### src/rtl/fetch_pkg.sv
// Shared constants and helpers for the instruction-fetch stage.
// IF_ID packs {fetched PC, instruction}: instruction in the low bits, PC above it.
package fetch_pkg;

   localparam int DEF_PC_W    = 32;
   localparam int DEF_INSTR_W = 32;
   localparam int DEF_DEPTH   = 128;

   localparam logic [DEF_INSTR_W-1:0] DEF_NOP_INSTR = '0;

   localparam int INSTR_LSB = 0;

   // The PC field starts right above the instruction field.
   function automatic int pc_lsb(input int instr_w);
      return instr_w;
   endfunction

   typedef enum logic [1:0] {
      ACT_RESET,
      ACT_REDIRECT,
      ACT_HOLD,
      ACT_FETCH
   } fetch_act_e;

   // Per-edge priority: reset > redirect > stall > normal fetch.
   function automatic fetch_act_e pick_action(input logic reset_n,
                                              input logic redirect,
                                              input logic stall);
      if (!reset_n)     return ACT_RESET;
      else if (redirect) return ACT_REDIRECT;
      else if (stall)    return ACT_HOLD;
      else               return ACT_FETCH;
   endfunction

endpackage

### src/rtl/fetch_imem.sv
// Word-addressed instruction memory: synchronous write port, combinational
// read port, and a range flag telling the caller whether raddr maps to a word.
module fetch_imem
   import fetch_pkg::*;
#(
   parameter int                 PC_W      = DEF_PC_W,
   parameter int                 INSTR_W   = DEF_INSTR_W,
   parameter int                 DEPTH     = DEF_DEPTH,
   parameter logic [INSTR_W-1:0] NOP_INSTR = INSTR_W'(DEF_NOP_INSTR),
   localparam int                AW        = $clog2(DEPTH)
) (
   input  logic               clock,
   input  logic               we,
   input  logic [AW-1:0]      waddr,
   input  logic [INSTR_W-1:0] wdata,
   input  logic [PC_W-1:0]    raddr,
   output logic [INSTR_W-1:0] rdata,
   output logic               in_range
);

   logic [INSTR_W-1:0] mem_q [DEPTH];
   logic               wr_ok;

   // A power-of-two depth covers every write address, so no guard is needed.
   if (DEPTH == (1 << AW)) begin : g_pow2
      assign wr_ok = 1'b1;
   end else begin : g_npow2
      assign wr_ok = (32'(waddr) < 32'(DEPTH));
   end

   // NOTE: the array has no reset; clearing it would need a write per word,
   // and program loading overwrites whatever it holds anyway.
   always_ff @(posedge clock) begin
      if (we && wr_ok) begin
         mem_q[waddr] <= wdata;
      end
   end

   assign in_range = (64'(raddr) < 64'(DEPTH));

   // The read sees the pre-edge contents, so a same-cycle write of the
   // fetched address returns the old word.
   assign rdata = in_range ? mem_q[AW'(raddr)] : NOP_INSTR;

endmodule

### src/rtl/fetch_stage.sv
// Instruction-fetch stage: program counter, instruction memory and the IF/ID
// register, with stall, redirect bubble and sticky out-of-range fault.
module fetch_stage
   import fetch_pkg::*;
#(
   parameter int                 PC_W      = DEF_PC_W,
   parameter int                 INSTR_W   = DEF_INSTR_W,
   parameter int                 DEPTH     = DEF_DEPTH,
   parameter int                 RESET_PC  = 0,
   parameter logic [INSTR_W-1:0] NOP_INSTR = INSTR_W'(DEF_NOP_INSTR)
) (
   input  logic                       clock,
   input  logic                       reset,
   input  logic                       stall,
   input  logic                       redirect_valid,
   input  logic [PC_W-1:0]            redirect_pc,
   input  logic                       imem_we,
   input  logic [$clog2(DEPTH)-1:0]   imem_waddr,
   input  logic [INSTR_W-1:0]         imem_wdata,
   output logic [PC_W-1:0]            pc,
   output logic [PC_W+INSTR_W-1:0]    IF_ID,
   output logic                       if_id_valid,
   output logic                       fetch_fault
);

   localparam int PC_LSB = pc_lsb(INSTR_W);

   logic [PC_W-1:0]         pc_q, pc_d;
   logic [PC_W+INSTR_W-1:0] if_id_q, if_id_d;
   logic                    valid_q, valid_d;
   logic                    fault_q, fault_d;

   logic [INSTR_W-1:0]      fetch_word;
   logic                    fetch_in_range;
   fetch_act_e              act;

   fetch_imem #(
      .PC_W      (PC_W),
      .INSTR_W   (INSTR_W),
      .DEPTH     (DEPTH),
      .NOP_INSTR (NOP_INSTR)
   ) u_imem (
      .clock    (clock),
      .we       (imem_we),
      .waddr    (imem_waddr),
      .wdata    (imem_wdata),
      .raddr    (pc_q),
      .rdata    (fetch_word),
      .in_range (fetch_in_range)
   );

   // NOTE: every next-state variable gets its hold value first, so no path
   // through the case below can leave one unassigned and infer a latch.
   always_comb begin
      act     = pick_action(reset, redirect_valid, stall);
      pc_d    = pc_q;
      if_id_d = if_id_q;
      valid_d = valid_q;
      fault_d = fault_q;
      unique case (act)
         ACT_RESET: begin
            pc_d    = PC_W'(RESET_PC);
            if_id_d = '0;
            valid_d = 1'b0;
            fault_d = 1'b0;
         end
         // The IF_ID data field is left as-is; valid=0 marks the bubble.
         ACT_REDIRECT: begin
            pc_d    = redirect_pc;
            valid_d = 1'b0;
         end
         ACT_HOLD: begin
         end
         ACT_FETCH: begin
            if_id_d[PC_LSB    +: PC_W]    = pc_q;
            if_id_d[INSTR_LSB +: INSTR_W] = fetch_word;
            valid_d = 1'b1;
            pc_d    = pc_q + PC_W'(1);
            if (!fetch_in_range) begin
               fault_d = 1'b1;
            end
         end
         default: begin
         end
      endcase
   end

   // NOTE: state registers use non-blocking assignments so every register
   // samples the pre-edge values, independent of statement order.
   always_ff @(posedge clock) begin
      pc_q    <= pc_d;
      if_id_q <= if_id_d;
      valid_q <= valid_d;
      fault_q <= fault_d;
   end

   assign pc          = pc_q;
   assign IF_ID       = if_id_q;
   assign if_id_valid = valid_q;
   assign fetch_fault = fault_q;

endmodule

### config.mk
export PLATFORM = sky130hd
export DESIGN_NAME = fetch_stage
export DESIGN_NICKNAME = d
export VERILOG_FILES = /design/src/rtl/fetch_pkg.sv /design/src/rtl/fetch_imem.sv /design/src/rtl/fetch_stage.sv
export SDC_FILE = /design/constraint.sdc
export NUM_CORES = 2
export LEC_CHECK = 0
export ABC_CLOCK_PERIOD_IN_PS = 6500
export CAP_MARGIN = 20
export CORE_UTILIZATION = 40
export CTS_BUF_LIST = sky130_fd_sc_hd__clkbuf_4
export CTS_CLUSTER_DIAMETER = 50
export CTS_CLUSTER_SIZE = 28
export DETAILED_ROUTE_END_ITERATION = 16
export GPL_TIMING_DRIVEN = 0
export SYNTH_ARGS = -nofsm -noshare
export SYNTH_HDL_FRONTEND = slang
export SYNTH_HIERARCHICAL = 1
export SYNTH_SLANG_ARGS = --single-unit
### constraint.sdc
create_clock -name clock -period 6.5 [get_ports clock]
set_input_delay 0.975 -clock clock [delete_from_list [all_inputs] [get_ports clock]]
set_output_delay 0.975 -clock clock [all_outputs]
set_load 0.005 [all_outputs]
==> results.toml <==
[setup_path]
worstPathCellList = "buf_2, buf_2, clkbuf_1, clkbuf_1, buf_8, o22ai_1, nor3_1, a211oi_1, buf_4, nor3_1, and2_1"
crit_type = "reg -> reg"
cp_slowest_cell = "edfxtp_1"
slowest_delay_ns = 1.00
arrival_ns = 8.35
r2r-end = "IF_ID[7]"
path_max_fanout = 12
startpoint_type = "register"
reg2regPathDepth = 11
rrSetupSlack_ns = -0.29
crit-reg2reg-launch = "pc[2]"
cp-end-kind = "register"
crit_end = "IF_ID[7]"
critPathLaunch = "pc[2]"
crit_required_ns = 8.06

[floorplan]
num_io_pins = 174
die_h_um = 640
row_count = 233
start_util_pct = 40.3
die_area_um2 = 410000
core_um2 = 404000
dieWidth_um = 640

[sta]
worst_pin_slew_ns = 1.44
hold_viol = 0
setup_slack_ns = -0.292
relSlewSlack_pct = 4.14
finalCriticalPeriod_ns = 6.79
post-route-period-util_pct = 104
rsz0062_at_grt = "false"
fmax_ghz = 0.147
finClkSkew_ns = 0.178
finalSetupViolations = 14
whs_ns = 0.115
drv_slew = 0
timing.setup.tns_ns = -1.54

[placed_design]
placed_cells_incl_taps = 13400
globalplace.congestion = 0.955
place_hpwl_um = 414000
port_buffers = 169
post_dp_cell_area_um2 = 179000

[clock_network]
clk_latency_ns = 1.68
post_cts_buffers = 0
clock_tree.root_cell = "clkbuf_4"
cts-buffers-inserted = 413
clk_pin_slew_ns = 0.18
htreeDepth = 5
cts.sinks = 4194
clockBufferDepth = 4
cts_tree = "yes"

[cells_and_area]
final_cell_mix = "4194 x edfxtp_1, 801 x mux4_2, 643 x mux2i_1"
mostFrequentLayoutCell = "edfxtp_1"
fin_area_um2 = 187000
layout.cells.non_filler = 14300
area_growth_pct = 14.9
drive_gt1_share_pct = 27.3
nets = 8567
utilization_pct = 46.3

[power]
netSwitchingFraction_pct = 27.1
seqPwrFrac_pct = 58.1
combPwrFrac_pct = 10.1
p_leak_uw = 0.0577
p_switching_uw = 14000
p_per_area_nw_per_um2 = 275
p_clk_share_pct = 31.8
ir_drop_v = 0.000203
p_int_uw = 37500

[route]
via_per_inst = 6.45
ant_nets = 0
dr_total_vias = 92300
drt_iter0_drc = 17500
drt_pass1_iterations = 8
drc_errors = 0
routed_wl_um = 608000
routedWlPerCell_um = 42.5

[synth]
synth_top_area_share_pct = 77.3
synthFlopType = "edfxtp_1"
synth_top_area_cell = "edfxtp_1"
syn_area_per_cell_um2 = 21.7
async_flop_share_pct = 0
ys_seq_elements = 4194
syn_inst = 7503
netlist-cell-type-count = 75
synth_top_cells_by_area = "edfxtp_1 77%, mux4_2 11%, mux2i_1 4.0%, a22oi_1 0.95%, mux2_2 0.43%"
synth_edf_count = 4194
ys_seq_area_share_pct = 77.3
syn_nets = 7583
syn_area_um2 = 163000
ys_warn_count = 6

[global_route]
grt_pass1_wl_um = 794000
antenna_found_initial = 74
track_usage_pct = 29.2
grt_remaining_overflow = 0
grt_max_degree = 97
grt_pass1_vias = 86300

[outcome]
violations = "negative setup slack"
status = "finished, violations left"

[worst_hold_path]
hold_class = "in -> reg"

[run]
max_cap_viol_count = 0
==> timing repair <==
| item | in CTS | in global routing |
|---|---|---|
| endpoints found under the hold margin | 1809 | 0 |
| resized for setup | 0 | 5 |
| endpoints found under the setup margin | 0 | 4 |
| hold buffers | 65 | 0 |
==> power by group through the flow <==
| stage | clock (µW) | combinational, µW | sequential, µW |
|---|---|---|---|
| 2_1_floorplan | 0 | 2250 | 30600 |
| 3_3_place_gp | 0 | 4650 | 30700 |
| 3_5_place_dp | 0 | 4910 | 30600 |
| 6_report | 16400 | 5190 | 30000 |
| 5_1_grt | 17500 | 5160 | 30000 |
| 4_1_cts | 16500 | 4950 | 30000 |
==> sequential cells by signal (all words and copies together), names as in the netlist <==
register and flops:
fetch_fault 1, pc 32, if_id_valid 1, IF_ID 64
u_imem/mem_q 4096
==> worst max-delay path: cells and delay by family (launching register included) <==
family                 cells  cell delay (ns)
buffers and inverters      6             3.27
DFF                        1             1.00
AOI/OAI and AO/OA          2             0.43
and+or+nand+nor            3             1.93
==> cells in the mapped netlist, types with 20 or more instances <==
cell type	n
o21ai_1	20
o21ai_0	64
nand2_1	168
mux2i_1	644
o221ai_1	29
nor3_1	46
mux2_2	62
mux4_1	25
buf_4	62
a22oi_1	207
mux4_2	801
buf_12	22
a221oi_1	24
buf_8	29
and2_1	79
edfxtp_1	4194
a211oi_1	33
buf_6	53
a21oi_1	64
o22ai_1	89
nor2_1	158
buf_2	71
a31oi_1	43
clkbuf_1	164
nand3_1	129
==> worst min path at each step <==
stage / startpoint / endpoint / depth (start not counted)
global placement: pc[31] / IF_ID[63] / 1
global route: imem_waddr[2] / u_imem/mem_q[102][31] / 3
detailed placement: pc[31] / IF_ID[63] / 1
floorplan: pc[31] / IF_ID[63] / 1
finish: imem_we / u_imem/mem_q[1][27] / 3
CTS: imem_waddr[2] / u_imem/mem_q[102][14] / 3
==> logic make-up (layout without fill, tap and decap cells) <==
group / after synthesis / in the layout / share of synthesized area (%)
DFF: 4194 / 4194 / 77.3
muxes: 1532 / 1532 / 15.9
and+or+nand+nor: 680 / 680 / 2.07
AOI/OAI and AO/OA: 627 / 627 / 2.68
buffers and inverters: 436 / 1775 / 1.87
xor gates and xnor gates: 30 / 30 / 0.161
adders and majority gates: 4 / 4 / 0.0307
other: 0 / 49 / 0
==> metrics by stage <==
| stage | setup WS, ns | power [µW] |
|---|---|---|
| after floorplan | 2.29 | 32800 |
| after global placement | -3.54 | 35400 |
| after detailed placement | 0.145 | 35500 |
| after CTS | 0.101 | 51400 |
| after global routing | 0.0793 | 52600 |
| final | -0.292 | 51500 |
==> final cells by class <==
cell class,count,area [µm²]
clock inverter,331,4200
fill,33600,217000
clock buffer,439,3300
inverter,15,58.8
sequential,4194,126000
tap,5405,6760
antenna,49,123
buffer,421,3010
timing repair buffer,569,8850
multi-input combinational,2873,34900
==> routing by layer <==
layer / track usage, % / up-vias / share of wire (%)
met1: 37.4 / 48600 / 35
met5: 0.544 / - / 0.10
li1: - / 33800 / -
met4: 18.7 / 50 / 7.8
met3: 10.4 / 1825 / 15
met2: 42.1 / 7947 / 43
(Power assumes the default switching activity.)
